==> config.mk <==
export PLATFORM = sky130hd
export DESIGN_NAME = orb_bank_writer_flat
export DESIGN_NICKNAME = d
export VERILOG_FILES = /design/src/rtl/orb_bank_writer_if.sv /design/src/rtl/orb_bank_writer.sv /design/src/flat_wrapper.sv
export SDC_FILE = /design/constraint.sdc
export NUM_CORES = 1
export LEC_CHECK = 0
export CAP_MARGIN = 20
export CORE_UTILIZATION = 25
export CTS_BUF_LIST = sky130_fd_sc_hd__clkbuf_4 sky130_fd_sc_hd__clkbuf_8
export CTS_CLUSTER_SIZE = 20
export DETAILED_ROUTE_END_ITERATION = 16
export REMOVE_ABC_BUFFERS = 1
export SYNTH_ARGS = -nofsm -noshare
export SYNTH_HDL_FRONTEND = slang
export SYNTH_SLANG_ARGS = --single-unit
==> constraint.sdc <==
create_clock -name iClkOrb -period 3.24 [get_ports iClkOrb]
set_input_delay 0.648 -clock iClkOrb [delete_from_list [all_inputs] [get_ports iClkOrb]]
set_output_delay 0.648 -clock iClkOrb [all_outputs]
set_load 0.01 [all_outputs]
==> src/rtl/orb_bank_writer_if.sv <==
`default_nettype none
// ============================================================================
// Module      : orb_bank_writer_if
// Description : Request/ack channel bundle and memory write bus of the orbit
//               bank writer.
// Revision    : 1.0
// ============================================================================
interface orb_bank_writer_if #(
    parameter int NCH = 4
);
    logic                 iSwitch;
    logic [NCH-1:0]       iReq;
    logic [12*NCH-1:0]    iData;
    logic [NCH-1:0]       oAck;
    logic [11:0]          oWrAddr;
    logic [11:0]          oWrData;
    logic                 oWrEn;
    logic                 oFillDone;
    logic [NCH-1:0]       oUnderrun;
    logic [7:0]           oSwapCnt;

    // Source side: sources and the serializer drive requests and the bank select.
    modport master (
        output iSwitch,
        output iReq,
        output iData,
        input  oAck,
        input  oWrAddr,
        input  oWrData,
        input  oWrEn,
        input  oFillDone,
        input  oUnderrun,
        input  oSwapCnt
    );

    // Writer side.
    modport slave (
        input  iSwitch,
        input  iReq,
        input  iData,
        output oAck,
        output oWrAddr,
        output oWrData,
        output oWrEn,
        output oFillDone,
        output oUnderrun,
        output oSwapCnt
    );
endinterface
`default_nettype wire

==> src/rtl/orb_bank_writer.sv <==
`default_nettype none
// ============================================================================
// Module      : orb_bank_writer
// Description : Round-robin arbiter filling the inactive half of the ping-pong
//               orbit memory, one fixed region per channel, re-armed per swap.
// Revision    : 1.0
// ============================================================================
module orb_bank_writer #(
    parameter int NCH   = 4,
    parameter int CH_W  = 2,
    parameter int QUOTA = 512,
    parameter int Q_W   = 9
) (
    input  wire logic         iClkOrb,
    input  wire logic         reset,
    orb_bank_writer_if.slave  bus
);

    localparam logic [Q_W:0] c_quota = (Q_W+1)'(QUOTA);
    localparam logic [Q_W:0] c_one   = (Q_W+1)'(1);

    typedef enum logic [0:0] {
        ST_ARB   = 1'b0,
        ST_WRITE = 1'b1
    } state_t;

    state_t             r_state;
    state_t             w_stateNxt;

    logic               r_swQ;
    logic               r_swapPend;
    logic [CH_W-1:0]    r_last;
    logic [CH_W-1:0]    r_ch;
    logic [Q_W:0]       r_cnt [NCH];

    logic [NCH-1:0]     r_ack;
    logic [11:0]        r_wrAddr;
    logic [11:0]        r_wrData;
    logic               r_wrEn;
    logic               r_fillDone;
    logic [NCH-1:0]     r_underrun;
    logic [7:0]         r_swapCnt;

    logic [NCH-1:0]     w_eligible;
    logic [11:0]        w_chData [NCH];
    logic               w_found;
    logic [CH_W-1:0]    w_winCh;
    logic [Q_W:0]       w_winCnt;
    logic [11:0]        w_grantAddr;
    logic               w_doSwap;
    logic               w_doGrant;
    logic               w_doWrite;
    logic               w_allFull;

    generate
        for (genvar gi = 0; gi < NCH; gi++) begin : g_chan
            assign w_chData[gi]   = bus.iData[12*gi +: 12];
            assign w_eligible[gi] = bus.iReq[gi] && (r_cnt[gi] < c_quota);
        end
    endgenerate

    // Descending scan so the channel nearest after r_last is the final winner.
    always_comb begin
        w_found = 1'b0;
        w_winCh = '0;
        for (int k = NCH; k >= 1; k--) begin
            if (w_eligible[r_last + CH_W'(k)]) begin
                w_found = 1'b1;
                w_winCh = r_last + CH_W'(k);
            end
        end
    end

    assign w_winCnt    = r_cnt[w_winCh];
    assign w_grantAddr = {~r_swQ, w_winCh, w_winCnt[Q_W-1:0]};

    // Fill is complete when every region is full once the current write lands.
    always_comb begin
        w_allFull = 1'b1;
        for (int i = 0; i < NCH; i++) begin
            if (CH_W'(i) == r_ch) begin
                if ((r_cnt[i] + c_one) != c_quota) begin
                    w_allFull = 1'b0;
                end
            end else if (r_cnt[i] != c_quota) begin
                w_allFull = 1'b0;
            end
        end
    end

    always_comb begin
        w_stateNxt = r_state;
        w_doSwap   = 1'b0;
        w_doGrant  = 1'b0;
        w_doWrite  = 1'b0;
        case (r_state)
            ST_ARB: begin
                if (r_swapPend) begin
                    w_doSwap = 1'b1;
                end else if (w_found) begin
                    w_doGrant  = 1'b1;
                    w_stateNxt = ST_WRITE;
                end
            end
            ST_WRITE: begin
                w_doWrite  = 1'b1;
                w_stateNxt = ST_ARB;
            end
            default: w_stateNxt = ST_ARB;
        endcase
    end

    always_ff @(posedge iClkOrb) begin
        if (!reset) begin
            r_state <= ST_ARB;
        end else begin
            r_state <= w_stateNxt;
        end
    end

    always_ff @(posedge iClkOrb) begin
        if (!reset) begin
            r_swQ      <= bus.iSwitch;
            r_swapPend <= 1'b0;
            r_last     <= CH_W'(NCH-1);
            r_ch       <= '0;
            for (int i = 0; i < NCH; i++) begin
                r_cnt[i] <= '0;
            end
            r_ack      <= '0;
            r_wrAddr   <= '0;
            r_wrData   <= '0;
            r_wrEn     <= 1'b0;
            r_fillDone <= 1'b0;
            r_underrun <= '0;
            r_swapCnt  <= '0;
        end else begin
            r_wrEn <= 1'b0;
            r_ack  <= '0;

            if (w_doSwap) begin
                for (int i = 0; i < NCH; i++) begin
                    r_underrun[i] <= (r_cnt[i] != c_quota);
                    r_cnt[i]      <= '0;
                end
                r_fillDone <= 1'b0;
                r_swapCnt  <= r_swapCnt + 8'd1;
                r_swapPend <= 1'b0;
            end

            // A toggle seen this cycle outranks the clear above: it is a newer swap.
            if (bus.iSwitch != r_swQ) begin
                r_swQ      <= bus.iSwitch;
                r_swapPend <= 1'b1;
            end

            if (w_doGrant) begin
                r_wrAddr <= w_grantAddr;
                r_wrData <= w_chData[w_winCh];
                r_wrEn   <= 1'b1;
                r_ack    <= NCH'(1) << w_winCh;
                r_last   <= w_winCh;
                r_ch     <= w_winCh;
            end

            if (w_doWrite) begin
                r_cnt[r_ch] <= r_cnt[r_ch] + c_one;
                r_fillDone  <= w_allFull;
            end
        end
    end

    assign bus.oAck      = r_ack;
    assign bus.oWrAddr   = r_wrAddr;
    assign bus.oWrData   = r_wrData;
    assign bus.oWrEn     = r_wrEn;
    assign bus.oFillDone = r_fillDone;
    assign bus.oUnderrun = r_underrun;
    assign bus.oSwapCnt  = r_swapCnt;

endmodule
`default_nettype wire
==> src/flat_wrapper.sv <==
// flat-port wrapper written by rule: the top's interface ports become plain ports
module orb_bank_writer_flat 
#(
    parameter int NCH   = 4,
    parameter int CH_W  = 2,
    parameter int QUOTA = 512,
    parameter int Q_W   = 9
)
  (iClkOrb, reset, bus_iSwitch, bus_iReq, bus_iData, bus_oAck, bus_oWrAddr, bus_oWrData, bus_oWrEn, bus_oFillDone, bus_oUnderrun, bus_oSwapCnt);
  orb_bank_writer_if #(.NCH(NCH)) bus_i ();
  input  wire logic iClkOrb;
  input  wire logic reset;
  input wire logic [$bits(bus_i.iSwitch)-1:0] bus_iSwitch;
  input wire logic [$bits(bus_i.iReq)-1:0] bus_iReq;
  input wire logic [$bits(bus_i.iData)-1:0] bus_iData;
  output wire logic [$bits(bus_i.oAck)-1:0] bus_oAck;
  output wire logic [$bits(bus_i.oWrAddr)-1:0] bus_oWrAddr;
  output wire logic [$bits(bus_i.oWrData)-1:0] bus_oWrData;
  output wire logic [$bits(bus_i.oWrEn)-1:0] bus_oWrEn;
  output wire logic [$bits(bus_i.oFillDone)-1:0] bus_oFillDone;
  output wire logic [$bits(bus_i.oUnderrun)-1:0] bus_oUnderrun;
  output wire logic [$bits(bus_i.oSwapCnt)-1:0] bus_oSwapCnt;
  assign bus_i.iSwitch = bus_iSwitch;
  assign bus_i.iReq = bus_iReq;
  assign bus_i.iData = bus_iData;
  assign bus_oAck = bus_i.oAck;
  assign bus_oWrAddr = bus_i.oWrAddr;
  assign bus_oWrData = bus_i.oWrData;
  assign bus_oWrEn = bus_i.oWrEn;
  assign bus_oFillDone = bus_i.oFillDone;
  assign bus_oUnderrun = bus_i.oUnderrun;
  assign bus_oSwapCnt = bus_i.oSwapCnt;
  orb_bank_writer #(.NCH(NCH), .CH_W(CH_W), .QUOTA(QUOTA), .Q_W(Q_W)) u_core (.iClkOrb(iClkOrb), .reset(reset), .bus(bus_i));
endmodule
## Word-level counts from Yosys, hierarchy flattened

Memories as Yosys holds them, arrays and structs flattened. A register that Yosys moved wholly into a read port is not among the register bits.
Cells that the tools add are included.

| word-level totals | value |
|---|---|
| memory bits (writable) | 40 |
| memories | 1 |
| register bits | 49 |
| output and inout bits | 42 |

Memory list:

| memory | depth | width | read ports | clocked after memory_dff | wr ports | RTL line | source |
|---|---|---|---|---|---|---|---|
| u_core.r_cnt | 4 | 10 | 6 | 2 | 4 | orb_bank_writer.sv:34 | `logic [Q_W:0] r_cnt [NCH];` |

| operators by class | value |
|---|---|
| bitwise gates (word level) | 7 |
| equal/unequal tests | 13 |
| reductions and logical operators | 10 |
| shift operators | 1 |
| mux-type cells | 60 |
| add/subtract/negate cells | 9 |
| order comparisons | 9 |

Operator list:

| kind | number |
|---|---|
| inequality test 10 bit, second input constant | 8 |
| adder 10 x 1 -> 10 bit, second input constant | 5 |
| 2-to-1 mux 10 bit | 5 |
| less-than comparator 10 bit, second input constant | 4 |
| 2-to-1 mux 1 bit | 40 |
| binary-select mux 12 bit (select 2 bit) | 1 |
| 2-to-1 mux 12 bit | 2 |
| 2-to-1 mux 2 bit | 7 |
| less-than comparator 2 x 3 -> 1 bit, second input constant | 4 |
| OR reduction 10 bit | 1 |
| adder 8 x 1 -> 8 bit, second input constant | 1 |
| binary-select mux 1 bit (select 2 bit) | 4 |
| adder 2 bit, second input constant | 2 |
| equality test 2 bit, first input constant | 2 |
| logical AND 1 bit | 4 |
| bitwise OR 1 bit | 4 |
| nonzero test 2 bit | 2 |
| << shifter 1 x 2 -> 4 bit, first input constant | 1 |
| >= comparator 3 bit, second input constant | 1 |
| NOT 2 -> 3 bit | 1 |
| adder 2 x 1 -> 2 bit, second input constant | 1 |
| equality test 1 x 2 -> 1 bit, first input constant | 1 |
| zero test 2 bit | 1 |
| inequality test 2 x 1 -> 1 bit, second input constant | 1 |
| other kinds (5) | 6 |

## Logic depth before layout (Yosys ltp)

Gate-level depths: netlist of the first run.

| depth | value |
|---|---|
| depth in word-level cells | 13 |
| gate-level depth with buffers | 7 |
| mapped depth without buffers | 5 |

## Worst setup path before layout of the first run

OpenSTA, ideal clock, no wires.

| path | value |
|---|---|
| path type | input port to flip-flop |
| start | in bus_iReq[1] |
| end | reg u_core.r_wrData[10] (netlist: u_core.bus.oWrData[10]) |
| slack | 1,173 ps |
| path buffers | 1 |
| setup time | 128 ps |
| cell stages on the path | 6 |
| arrival time | 1,939 ps |
| required time | 3,112 ps |
| path through | nor2b_2 -> o41a_4 -> and2_4 -> a21bo_4 -> buf_6 -> o221ai_2 |

| on the way | value |
|---|---|
| longest elaborated chain between the ends | 11 |
| elaborated cells on any way between the ends | 24 |
| classes of those cells | mux: 22; bitwise: 1; reduce/logical: 1 |

RTL lines:

| what | RTL line | source |
|---|---|---|
| from (decl) | flat_wrapper.sv:14 | `input wire logic [$bits(bus_i.iReq)-1:0] bus_iReq;` |
| logical AND 1 bit * | orb_bank_writer.sv:58 | `assign w_eligible[gi] = bus.iReq[gi] && (r_cnt[gi] < c_quota);` |
| binary-select mux 1 bit (select 2 bit) | orb_bank_writer.sv:67 | `if (w_eligible[r_last + CH_W'(k)]) begin` |
| 2-to-1 mux 1 bit (implied by the code) | orb_bank_writer.sv:67 |  |
| 2-to-1 mux 2 bit (4 in a row) | orb_bank_writer.sv:67 |  |
| NOT 2 -> 3 bit (implied by the code) | orb_bank_writer.sv:159 | `r_wrData <= w_chData[w_winCh];` |
| binary-select mux 12 bit (select 2 bit) | orb_bank_writer.sv:159 |  |
| 2-to-1 mux 12 bit (implied by the code) (2 in a row) | orb_bank_writer.sv:159 |  |
| to (signal assigned) | orb_bank_writer.sv:159 |  |
| to (decl) | orb_bank_writer.sv:38 | `logic [11:0] r_wrData;` |

Every way passes the cells marked *; elsewhere a longest branch is shown, timed or not. The select of a mux whose other input is x is not followed.
A chain may end at the register's enable or synchronous reset.

==> results.md, run 1 <==
Run status:
- The flow ran to the end, and the final reports show no timing, DRC or antenna violations.

Clocking:
- The number of sinks handled by clock tree synthesis is 88.
- Buffers added to address setup during post-CTS repair amount to 0.
- The CTS tree is built.
- The maximum level of the CTS H-tree is 3.
- The clock latency reported for the late side of the worst-skew pair is between 300 and 400 ps.
- Counting the buffers created by CTS gives 9.
- The number of instances resized during post-cts repair is 0.
- Clock-pin slew was measured on the worst setup and hold paths at 90 ps.
- The number of buffers on the longest clock path is 2.
- The root buffer cell chosen for the clock tree is clkbuf_8.
- In this run, post-CTS hold repair placed 0 buffers.

Layout:
- The final cell count without fillers is 728.
- The utilization after layout is 33.5%.
- The post-route netlist has 13.4% of its cells at a drive strength greater than 1.
- The net count of the finished layout is 551.
- The repair_antennas step left the layout with diodes totalling 0.
- Compared with the post-synthesis result, the final layout area differs by 31.5%.
- The area of all placed cells without fillers is around 6000 um^2.
- Summing all multi-input logic gate instances after layout gives around 2200 um^2.
- The filler cells instantiated in the layout total ~1800.
- The sequential cells in the finished layout cover a total of 2170 um^2.

Critical path:
- The slowest stage cell on the critical path is dfxtp_1.
- STA classifies the critical path endpoint as a flop.
- The critical path goes through buf_4 -> mux4_2 -> and4_4 -> nand2_1 -> xor2_2 -> nor2_1.
- At the worst endpoint, the required time is 3330 ps.
- The worst setup path is of the reg -> reg kind.
- Counting both buffers and inverters, the worst setup path holds a total of 1.
- The sort of element at the start of the critical path is a flop.
- The highest cell delay on the worst timing path is between 600 and 700 ps.
- In this run the worst path has a maximum fanout of 8.
- The kind of cell adding the most delay to the critical path is flip-flops.
- The critical path data arrival time is 2470 ps.

Place:
- Input and output buffers added on the ports amount to 96.
- The cell count after placement is ~700.
- The final RePlAce weighted congestion is 0.847.
- Detailed placement ended at an HPWL of 8970 um.
- The instance area at placement is 5760 um^2.
- The placement-stage worst setup slack is 477 ps.

Timing:
- The portion of the clock cycle consumed by the worst path in the final layout is 73.5%.
- The slew at the pin with the worst max-slew slack is 714 ps.
- The number of slew-limit violations in the final report is 0.
- On the final layout, the worst clock skew is ~14 ps.
- In this run the tightest slew margin relative to its limit is 52.3%.
- The highest clock frequency the design can meet is 0.420 GHz.
- The total negative setup slack is 0 ps.
- The shortest period the worst path allows is 2380 ps.
- Setup violations remaining at the end of the flow were counted as 0.
- The number of failing hold endpoints at the final stage came to 0.
- Hold is met by approximately 470 ps.
- Setup repair after global routing left no endpoint under its margin.
- Setup slack on the critical path of the routed design comes to 859 ps.

Yosys:
- The synthesis warning total is 0.
- Measured against the total synthesized area, the mux share comes to 14.4%.
- In the synthesized netlist, the number of instances is approximately 400.
- For this run, the leading register cell type out of synthesis is dfxtp_1.
- The share of synthesized flip-flops with an asynchronous set or reset is 0%.
- The synthesized netlist devotes 10.6% of its cell area to compound gates.
- The area fraction of the dominant cell type after synthesis is 27.0%.
- The synthesized design contains 41 enable-type register cells.
- The post-synthesis share of cell area spent on xor and xnor gates is 3.68%.
- By area the synthesized netlist is led by edfxtp_1 (27%), dfxtp_1 (21%), mux2i_1 (9.2%), nor2_1 (4.9%), o221ai_2 (4.6%).
- The synthesized netlist devotes less than 1% of its cell area to adder and majority cells.
- The mapped netlist covers 4560 um^2.
- The dominant combinational cell family by area after synthesis is simple AND/OR/NAND/NOR gates.
- In this run, synthesis produced a sequential element count of just under 90.
- The number of distinct library cell variants in the gate-level netlist after synthesis is 54.
- Summing the areas of all and, or, nand and nor instances in the mapped netlist gives 19.5% of the synthesized area.
- The post-synthesis area per instance is roughly 11 um^2.
- edfxtp_1 takes more of the synthesized area than any other cell.
- The sequential fraction of the synthesis area is 47.6%.

Global route:
- The number of antenna violations at the first check in global routing is 0.
- After global routing the overflow that remains totals 0.
- Entering global routing, the biggest net connects 47 pins.
- The via count of the first global-routing pass is 3532.
- The global-route wire length before repair is 18200 um.
- The global-route usage over all layers is between 10% and 20%.

Floorplanning:
- For this configuration, the core starts out at a cell density of 25.5%.
- The cell row count is 49.
- The chip height is 137 um.
- The die covers 18800 um^2.
- The horizontal die dimension is 137 um.
- 97 I/O pins were placed.
- The standard cell core area is 17900 um^2.

Power and ir drop:
- The maximum resistive drop on vdd is 0.273 mV.
- Power comes to 3.15 mW.
- The analysis attributes to cell leakage a power of between 2 and 2.5 nW.
- The total power divided by cell area is approximately 530 nW/um^2.

Route:
- Using the TritonRoute via totals, the vias-per-cell ratio works out to 4.80.
- The first-pass iteration count of the detailed router is 4.
- The iteration-0 DRC count of the detailed router is 152.
- The via count is approximately 3500.
- In this run the remaining antenna-violating nets after routing total 0.
- The routed design has 11800 um of wire.
- In the routed design, unresolved DRC markers number 0.
- The post-detailed-route wirelength per cell is 16.2 um.

Run:
- The tool flagged a number of max-cap violations equal to 0.

Worst hold path:
- The tightest min-delay check is of the reg -> reg type.
## sequential cells by signal, indices dropped and copies added, names as in the netlist, named ones only
name                  flops
u_core.bus.oSwapCnt       8
u_core.bus.oUnderrun      4
u_core.bus.oAck           4
u_core.r_cnt             40
u_core.bus.oWrAddr       11
u_core.r_ch               1
u_core.r_state            1
u_core.bus.oWrData       12
u_core.r_swQ              1
u_core.bus.oFillDone      1
u_core.r_last             2
u_core.r_swapPend         1
## worst reg2reg max path: stages, from the launching register on
cell and delay, ps:
dfxtp_1 620, buf_4 240, mux4_2 550, and4_4 250, nand2_1 110, xor2_2 270, nor2_1 80
## cells by family after synthesis
family / after synthesis
compound gates: 47
xor+xnor: 14
fa+ha+maj: 2
buf+inv: 27
flops: 88
mux: 52
simple gates: 171
## worst paths after layout
check                               end                   from  depth (start not counted)  slack (ps)
setup / recovery     u_core.r_cnt[0][6]                   flop                          6         860
hold / removal    u_core.bus.oWrData[9]  u_core.bus.oWrData[9]                          2         470
setup reg to reg     u_core.r_cnt[0][6]                   flop                          6         860
hold reg to reg   u_core.bus.oWrData[9]  u_core.bus.oWrData[9]                          2         470
## where the power goes
part           internal [mW]  leakage [nW]  switching [mW]
registers               1.29         0.822           0.128
logic                  0.418          1.24           0.402
clock network          0.514         0.120           0.397
total                   2.22          2.18           0.927
## layer usage
metal / vias up / track usage [%] / wire [um]
li1: 1668 / - / -
met1: 1690 / 14.4 / 4830
met2: 121 / 22.6 / 5850
met3: 16 / 2.37 / 844
met4: 0 / 6.41 / 273
met5: - / 0 / 0
## cells in the mapped netlist, types with 2 or more instances
cell type,n
o21ai_0,6
buf_4,3
mux4_2,7
nand4b_1,5
nor2b_1,4
edfxtp_1,41
nor3_1,2
clkbuf_4,2
buf_2,4
buf_6,5
and2_4,3
nor2_1,59
a22oi_1,2
mux4_1,3
nand3_1,11
nand3_2,4
o221ai_1,7
and4b_1,2
ha_1,2
nand2_1,39
nand2b_1,5
a21boi_0,5
nor4b_1,3
nor3b_1,2
nor2b_2,2
xor2_2,6
nor4_1,5
and2_1,7
clkbuf_1,9
o211a_1,4
or3_1,3
nand4_1,9
dfxtp_1,47
mux2i_1,42
o221ai_2,14
xnor2_1,7
inv_1,3
## layout make-up
type | instances | share of cell area, %
clock buffers | 9 | 2.07
well taps | 229 | 4.78
flip-flops and latches | 88 | 36.2
inverters | 3 | 0.188
repair buffers | 106 | 17.7
clock inverters | 7 | 1.96
multi-input cells | 286 | 37.1
## layout by cell type (no fill, tap or decap), types with 8 or more instances in the layout
cell type	count
o221ai_2	14
clkbuf_8	9
clkdlybuf4s50_1	96
nand4_1	9
buf_4	8
nand2_1	39
edfxtp_1	41
nand3_1	11
nor2_1	59
mux2i_1	42
dfxtp_1	47
Power figures use the tool's default switching activity.
==> inputs of run 2 (changes only) <==
==> constraint.sdc (replaced) <==
create_clock -name iClkOrb -period 2.24 [get_ports iClkOrb]
set_input_delay 0.448 -clock iClkOrb [delete_from_list [all_inputs] [get_ports iClkOrb]]
set_output_delay 0.448 -clock iClkOrb [all_outputs]
set_load 0.01 [all_outputs]
==> results.md, run 2 (synthesis results as in run 1) <==
Global route:
- The global-route usage over all layers is 13.1% (was 12.7%).
- The largest net degree at the start of global routing is 29 (was 47).
- The global-route wire length before repair was 18600 um (was 18200 um).
- The global-route congestion overflow total is 0 (unchanged).
- The number of antenna violations at the first check in global routing is 0 (unchanged).
- The via count of the first global-routing pass came to 3497 (was 3532).

Place:
- The half-perimeter wire length after placement was 9410 um (was 8970 um).
- The instance area at placement is 6050 um^2 (was 5760 um^2).
- The final RePlAce weighted congestion came to 0.862 (was 0.847).
- The number of port buffers is 96 (unchanged).

Route:
- The vias per cell is 4.82 (was 4.80).
- The post-detailed-route DRC marker count is 0 (unchanged).
- The post-detailed-route count of antenna-violating nets is 0 (unchanged).
- The via count is 3617 (was 3495).
- The iteration-0 DRC count of the detailed router is 210 (was 152).
- The first-pass iteration count of the detailed router was 4 (unchanged).
- The detailed-route wire length is 12200 um (was 11800 um).
- The post-detailed-route wirelength per cell came to 16.2 um (about the same).

Critical path:
- The highest cell delay on the worst timing path is 530 ps (was 620 ps).
- The largest fanout of any net on the critical path is 10 (was 8).
- The category of the most critical setup path is reg -> reg (unchanged).
- The setup slack of the worst register-to-register path is 150 ps (was 860 ps).
- CP Cell Sequence: buf_12 -> mux4_2 -> ha_1 -> nand2_1 -> xor2_2 -> nor2_1 (was buf_4 -> mux4_2 -> and4_4 -> nand2_1 -> xor2_2 -> nor2_1).
- The number of buffer and inverter instances along the worst setup path is 1 (unchanged).
- The data required time of the critical path was 2350 ps (was 3330 ps).
- The worst-case reg-to-reg path depth is 6 (unchanged).
- The critical path data arrival time is 2210 ps (was 2470 ps).
- The sort of element at the start of the critical path is a flop (unchanged).
- The slowest stage cell on the critical path was mux4_2 (was dfxtp_1).
- The destination of the worst register-to-register timing path was u_core.r_cnt[0][6] (unchanged).
- The kind of cell adding the most delay to the critical path is multiplexers (was flip-flops).
- The endpoint kind of the worst setup timing path is a flop (unchanged).

Worst hold path:
- The hold-critical path endpoint is u_core.bus.oWrData[1] (was u_core.bus.oWrData[9]).
- The hold path startpoint is u_core.bus.oWrData[1] (was u_core.bus.oWrData[9]).
- The kind of path behind the tightest hold check is reg -> reg (unchanged).
- The depth of the worst hold-timing path is 2 (unchanged).

Layout:
- The relative area change from synthesis to final layout is 38.0% (was 31.5%).
- The number of inserted filler cells in the final layout is 1739 (was 1785).
- The count of inserted antenna diode cells is 0 (unchanged).
- The sequential cell area in the final layout came to 2170 um^2 (unchanged).
- The net count of the finished layout came to 574 (was 551).
- The flip-flop count of the largest register after layout is 40 (unchanged).
- The total area of multi-input combinational cells is 2220 um^2 (unchanged).
- The register with the most flip-flops is u_core.r_cnt (unchanged).
- Most frequent cells in the layout: clkdlybuf4s50_1 (96), nor2_1 (59), dfxtp_1 (47), mux2i_1 (42), edfxtp_1 (41) (unchanged).
- The area of all placed cells without fillers was 6290 um^2 (was 6000 um^2).
- The most common library cell in the layout ignoring fill and taps is clkdlybuf4s50_1 (unchanged).
- The share of post-route cells with drive strength above 1 was 17.0% (was 13.4%).

Run:
- The max-capacitance violation count was 0 (unchanged).

Clocking:
- The library cell used as clock root buffer was clkbuf_8 (unchanged).
- The clock slew seen by the registers of the worst setup and hold paths was 90 ps (about the same).
- The hold-fix buffer count after cts is 0 (unchanged).
- The clock latency reported for the late side of the worst-skew pair is 370 ps (was 360 ps).
- The CTS tree is built (unchanged).
- The number of instances resized during post-cts repair was 0 (unchanged).
- The number of buffers on the longest clock path is 2 (unchanged).
- The total clock buffers created by CTS is 9 (unchanged).
- The number of sinks handled by clock tree synthesis is 88 (unchanged).
- The maximum level of the CTS H-tree came to 3 (unchanged).
- The number of post-CTS setup repair buffers is 0 (unchanged).

Floorplanning:
- The horizontal die dimension is 137 um (unchanged).
- The cell row count is 49 (unchanged).
- The die outline area is 18800 um^2 (unchanged).
- The chip height is 137 um (unchanged).
- The initial core utilization came to 25.5% (unchanged).
- The standard cell core area is 17900 um^2 (unchanged).
- The number of primary I/O pins is 97 (unchanged).

Timing:
- The worst clock skew came to 9.90 ps (was 14.4 ps).
- The total negative setup slack came to 0 ps (unchanged).
- The count of final setup violators came to 0 (unchanged).
- The slew at the pin with the worst max-slew slack is 537 ps (was 714 ps).
- The shortest period the worst path allows is 2090 ps (was 2380 ps).
- The portion of the clock cycle consumed by the worst path in the final layout is 93.4% (was 73.5%).
- RSZ-0062 raised after global routing: false (unchanged).
- The number of failing hold endpoints at the final stage is 0 (unchanged).
- The number of slew-limit violations in the final report came to 0 (unchanged).
- The worst hold-check slack is 468 ps (was 470 ps).
- The worst slew margin relative to its limit is 63.7% (was 52.3%).
- The highest clock frequency the design can meet is 0.478 GHz (was 0.420 GHz).

Power and ir drop:
- The cell-internal power is 3.34 mW (was 2.22 mW).
- The clock network fraction of total power is 28.2% (was 28.9%).
- The total power after layout is 4.73 mW (was 3.15 mW).
- The total power divided by cell area came to 751 nW/um^2 (was 525 nW/um^2).
- The part of the power in combinational logic was 28.7% (was 26.0%).
- The switching power share of the total is 29.3% (was 29.4%).
- The static leakage is 2.34 nW (was 2.18 nW).
- The sequential share of power is 43.1% (was 45.1%).
- The maximum resistive drop on vdd is 0.329 mV (was 0.273 mV).
- The net switching power is 1.39 mW (was 0.927 mW).

Run status:
- Status: completed (unchanged).
## run 2: cell types whose count changed in the layout (fill, tap and decap cells not counted)
cell        before  now
buf_12           2   12
clkinv_1         0    1
inv_6            1    0
inv_4            1    0
clkinv_4         0    1
buf_4            8   21
clkbuf_4         0    1
clkinvlp_4       1    0
## run 2: worst reg2reg max path, stage by stage (launching register included)
cell and delay, ps:
dfxtp_1 370, buf_12 160, mux4_2 540, ha_1 300
nand2_1 130, xor2_2 270, nor2_1 80
## run 2: area by class of cell
| cell class | count | share of cell area (%) |
|---|---|---|
| Clock buffer | 10 | 2.09 |
| Timing Repair Buffer | 129 | 21.6 |
| Sequential cell | 88 | 34.5 |
| Tap cell | 229 | 4.55 |
| Clock inverter | 6 | 1.71 |
| Multi-Input combinational cell | 286 | 35.4 |
| Inverter | 3 | 0.179 |
## run 2: per-layer routing
layer	share of wire (%)	track usage [%]	vias up
met2	49	23.1	126
li1	-	-	1720
met1	42	15.4	1752
met3	7.2	2.48	19
met4	2.1	6.04	0
met5	0	0	-
## run 2: stage by stage
stage | std cells | utilization (%) | setup slack, ps
floorplan | 377 | - | -469
global placement | 735 | 33.8 | -73.4
detailed placement | 735 | 33.8 | -124
CTS | 751 | 35.1 | 150
global route | 751 | 35.1 | 33.9
finish | 751 | 35.1 | 148
## run 2: power groups by stage
stage / clock network (mW) / logic [mW] / registers [mW]
6_report: 1.33 / 1.36 / 2.04
5_1_grt: 1.43 / 1.47 / 2.06
4_1_cts: 1.37 / 1.38 / 2.03
3_5_place_dp: 0 / 1.37 / 2.07
3_3_place_gp: 0 / 1.35 / 2.07
2_1_floorplan: 0 / 0.674 / 2.07
## run 2: worst max-delay path by stage
stage / startpoint / end / slack [ps] / cells past startpoint
final: flop / u_core.r_cnt[0][6] / 150 / 6
after global routing: flop / u_core.r_cnt[1][6] / 30 / 6
after CTS: flop / u_core.r_cnt[0][6] / 150 / 6
after detailed placement: bus_iReq[0] / u_core.bus.oWrData[2] / -120 / 7
after global placement: bus_iReq[1] / u_core.bus.oWrData[8] / -70 / 7
after floorplan: bus_iReq[1] / u_core.bus.oWrAddr[0] / -470 / 5
==> inputs of run 3 (changes only) <==
--- a/config.mk
+++ b/config.mk
@@ -10,6 +10,7 @@
 export CTS_BUF_LIST = sky130_fd_sc_hd__clkbuf_4 sky130_fd_sc_hd__clkbuf_8
 export CTS_CLUSTER_SIZE = 20
 export DETAILED_ROUTE_END_ITERATION = 16
+export GPL_ROUTABILITY_DRIVEN = 0
 export REMOVE_ABC_BUFFERS = 1
 export SYNTH_ARGS = -nofsm -noshare
 export SYNTH_HDL_FRONTEND = slang
==> results.md, run 3 (synthesis results as in run 1) <==
Critical path:
- The highest cell delay on the worst timing path is 550 ps (was 530 ps).
- The largest fanout of any net on the critical path is 10 (unchanged).
- The category of the most critical setup path was reg -> reg (unchanged).
- The endpoint kind of the worst setup timing path is a flop (unchanged).
- CP Cell Sequence: buf_12 -> mux4_2 -> ha_1 -> nand2_1 -> xor2_2 -> nor2_1 (unchanged).
- The sort of element at the start of the critical path is a flop (unchanged).
- The data required time of the critical path came to 2340 ps (was 2350 ps).
- The slowest stage cell on the critical path is mux4_2 (unchanged).
- The critical path data arrival time is 2190 ps (was 2210 ps).

Clocking:
- The number of sinks handled by clock tree synthesis came to 88 (unchanged).
- The number of instances resized during post-cts repair is 0 (unchanged).
- The clock slew seen by the registers of the worst setup and hold paths was 90 ps (about the same).
- The maximum level of the CTS H-tree was 3 (unchanged).
- The CTS tree was built (unchanged).
- The hold-fix buffer count after cts is 0 (unchanged).
- The number of post-CTS setup repair buffers is 0 (unchanged).
- The clock latency reported for the late side of the worst-skew pair came to 360 ps (was 370 ps).
- The library cell used as clock root buffer was clkbuf_8 (unchanged).
- The total clock buffers created by CTS is 9 (unchanged).
- The number of buffers on the longest clock path was 2 (unchanged).

Timing:
- The worst slew margin relative to its limit is 66.9% (was 63.7%).
- The count of final setup violators was 0 (unchanged).
- The final worst setup slack is 153 ps (was 148 ps).
- The shortest period the worst path allows came to 2090 ps (about the same).
- The portion of the clock cycle consumed by the worst path in the final layout is 93.2% (was 93.4%).
- RSZ-0062 raised after global routing: false (unchanged).
- The number of failing hold endpoints at the final stage was 0 (unchanged).
- The number of slew-limit violations in the final report is 0 (unchanged).
- The worst hold-check slack was 467 ps (was 468 ps).
- The slew at the pin with the worst max-slew slack is 490 ps (was 537 ps).
- The worst clock skew is 13.6 ps (was 9.90 ps).
- The highest clock frequency the design can meet came to 0.479 GHz (was 0.478 GHz).
- The total negative setup slack is 0 ps (unchanged).

Floorplanning:
- The cell row count was 49 (unchanged).
- The number of primary I/O pins is 97 (unchanged).
- The initial core utilization was 25.5% (unchanged).
- The chip height is 137 um (unchanged).
- The die outline area is 18800 um^2 (unchanged).
- The horizontal die dimension is 137 um (unchanged).
- The standard cell core area was 17900 um^2 (unchanged).

Place:
- The instance area at placement is 6040 um^2 (was 6050 um^2).
- The half-perimeter wire length after placement is 9450 um (was 9410 um).
- The placement-stage worst setup slack is -148 ps (was -124 ps).
- The number of port buffers came to 96 (unchanged).
- The cell count after placement is 733 (was 735).

Layout:
- The area of all placed cells without fillers was 6230 um^2 (was 6290 um^2).
- The register with the most flip-flops was u_core.r_cnt (unchanged).
- The utilization after layout was 34.8% (was 35.1%).
- The most common library cell in the layout ignoring fill and taps is clkdlybuf4s50_1 (unchanged).
- Most frequent cells in the layout: clkdlybuf4s50_1 (96), nor2_1 (59), dfxtp_1 (47), mux2i_1 (42), edfxtp_1 (41) (unchanged).
- The flip-flop count of the largest register after layout was 40 (unchanged).
- The net count of the finished layout is 572 (was 574).
- The final cell count without fillers came to 749 (was 751).
- The share of post-route cells with drive strength above 1 came to 17.1% (was 17.0%).
- The relative area change from synthesis to final layout came to 36.5% (was 38.0%).
- The count of inserted antenna diode cells came to 0 (unchanged).
- The number of inserted filler cells in the final layout is 1780 (was 1739).

Run:
- The max-capacitance violation count is 0 (unchanged).

Route:
- The first-pass iteration count of the detailed router is 7 (was 4).
- The detailed-route wire length is 12100 um (was 12200 um).
- The vias per cell is 4.78 (was 4.82).
- The post-detailed-route DRC marker count is 0 (unchanged).
- The iteration-0 DRC count of the detailed router is 175 (was 210).
- The post-detailed-route wirelength per cell came to 16.2 um (about the same).
- The via count is 3583 (was 3617).
- The post-detailed-route count of antenna-violating nets is 0 (unchanged).

Global route:
- The met1 track demand over resource in global routing is 15.2% (was 15.4%).
- The global-route wire length before repair is 18800 um (was 18600 um).
- The global-route congestion overflow total is 0 (unchanged).
- The peak-usage layer in the global routing report is met2 (unchanged).
- The via count of the first global-routing pass came to 3637 (was 3497).
- The met3 demand-to-capacity share in global routing is 2.48% (unchanged).
- The global-route usage over all layers is 13.1% (about the same).
- The met2 routing resource usage after global routing was 23.3% (was 23.1%).
- The largest net degree at the start of global routing was 29 (unchanged).
- The number of antenna violations at the first check in global routing is 0 (unchanged).

Power and ir drop:
- The static leakage is 2.31 nW (was 2.34 nW).
- The total power after layout was 4.42 mW (was 4.73 mW).
- The total power divided by cell area is 710 nW/um^2 (was 751 nW/um^2).
- The maximum resistive drop on vdd was 0.315 mV (was 0.329 mV).

Worst hold path:
- The kind of path behind the tightest hold check is reg -> reg (unchanged).

Run status:
- Status: completed (unchanged).
run 3: cell types whose count changed in the layout (fill, tap and decap cells not counted):
cell	change
bufinv_16	-3
clkinv_2	-1
xor2_2	+1
clkbuf_8	+1
buf_4	-2
clkbuf_4	+1
inv_4	+2
clkinvlp_4	+1
clkinv_1	-1
xor2_1	-1
run 3: power breakdown:
part           switching, mW  internal (mW)  total (mW)
logic                  0.625          0.717        1.34
registers              0.172           1.87        2.04
clock network          0.574          0.462        1.04
run 3: worst paths after layout:
path / start / to / slack [ps] / depth (start not counted)
min reg2reg: u_core.bus.oWrData[11] / u_core.bus.oWrData[11] / 470 / 2
max reg2reg: flop / u_core.r_cnt[1][4] / 150 / 6
min: u_core.bus.oWrData[11] / u_core.bus.oWrData[11] / 470 / 2
max: flop / u_core.r_cnt[1][4] / 150 / 6
run 3: final cells by class:
class                   instances  area (um^2)  share of cell area, %
clock buffers                  12          153                   2.45
clock inverters                 4         28.8                  0.462
inverters                       3         11.3                  0.181
multi-input cells             286         2230                   35.8
flip-flops and latches         88         2170                   34.9
well taps                     229          287                   4.60
repair buffers                127         1340                   21.6
run 3: routing by layer:
| layer | part of all wire, % | vias to the layer above |
|---|---|---|
| met4 | 2.3 | 0 |
| met5 | 0 | - |
| met2 | 50 | 125 |
| met1 | 41 | 1723 |
| li1 | - | 1716 |
| met3 | 6.7 | 19 |
run 3: critical path: cells and delay by family (launching register included):
| family | cells | cell delay [ps] |
|---|---|---|
| mux | 1 | 550 |
| flops | 1 | 360 |
| fa+ha+maj | 1 | 290 |
| xor+xnor | 1 | 250 |
| simple gates | 2 | 210 |
| buf+inv | 1 | 150 |
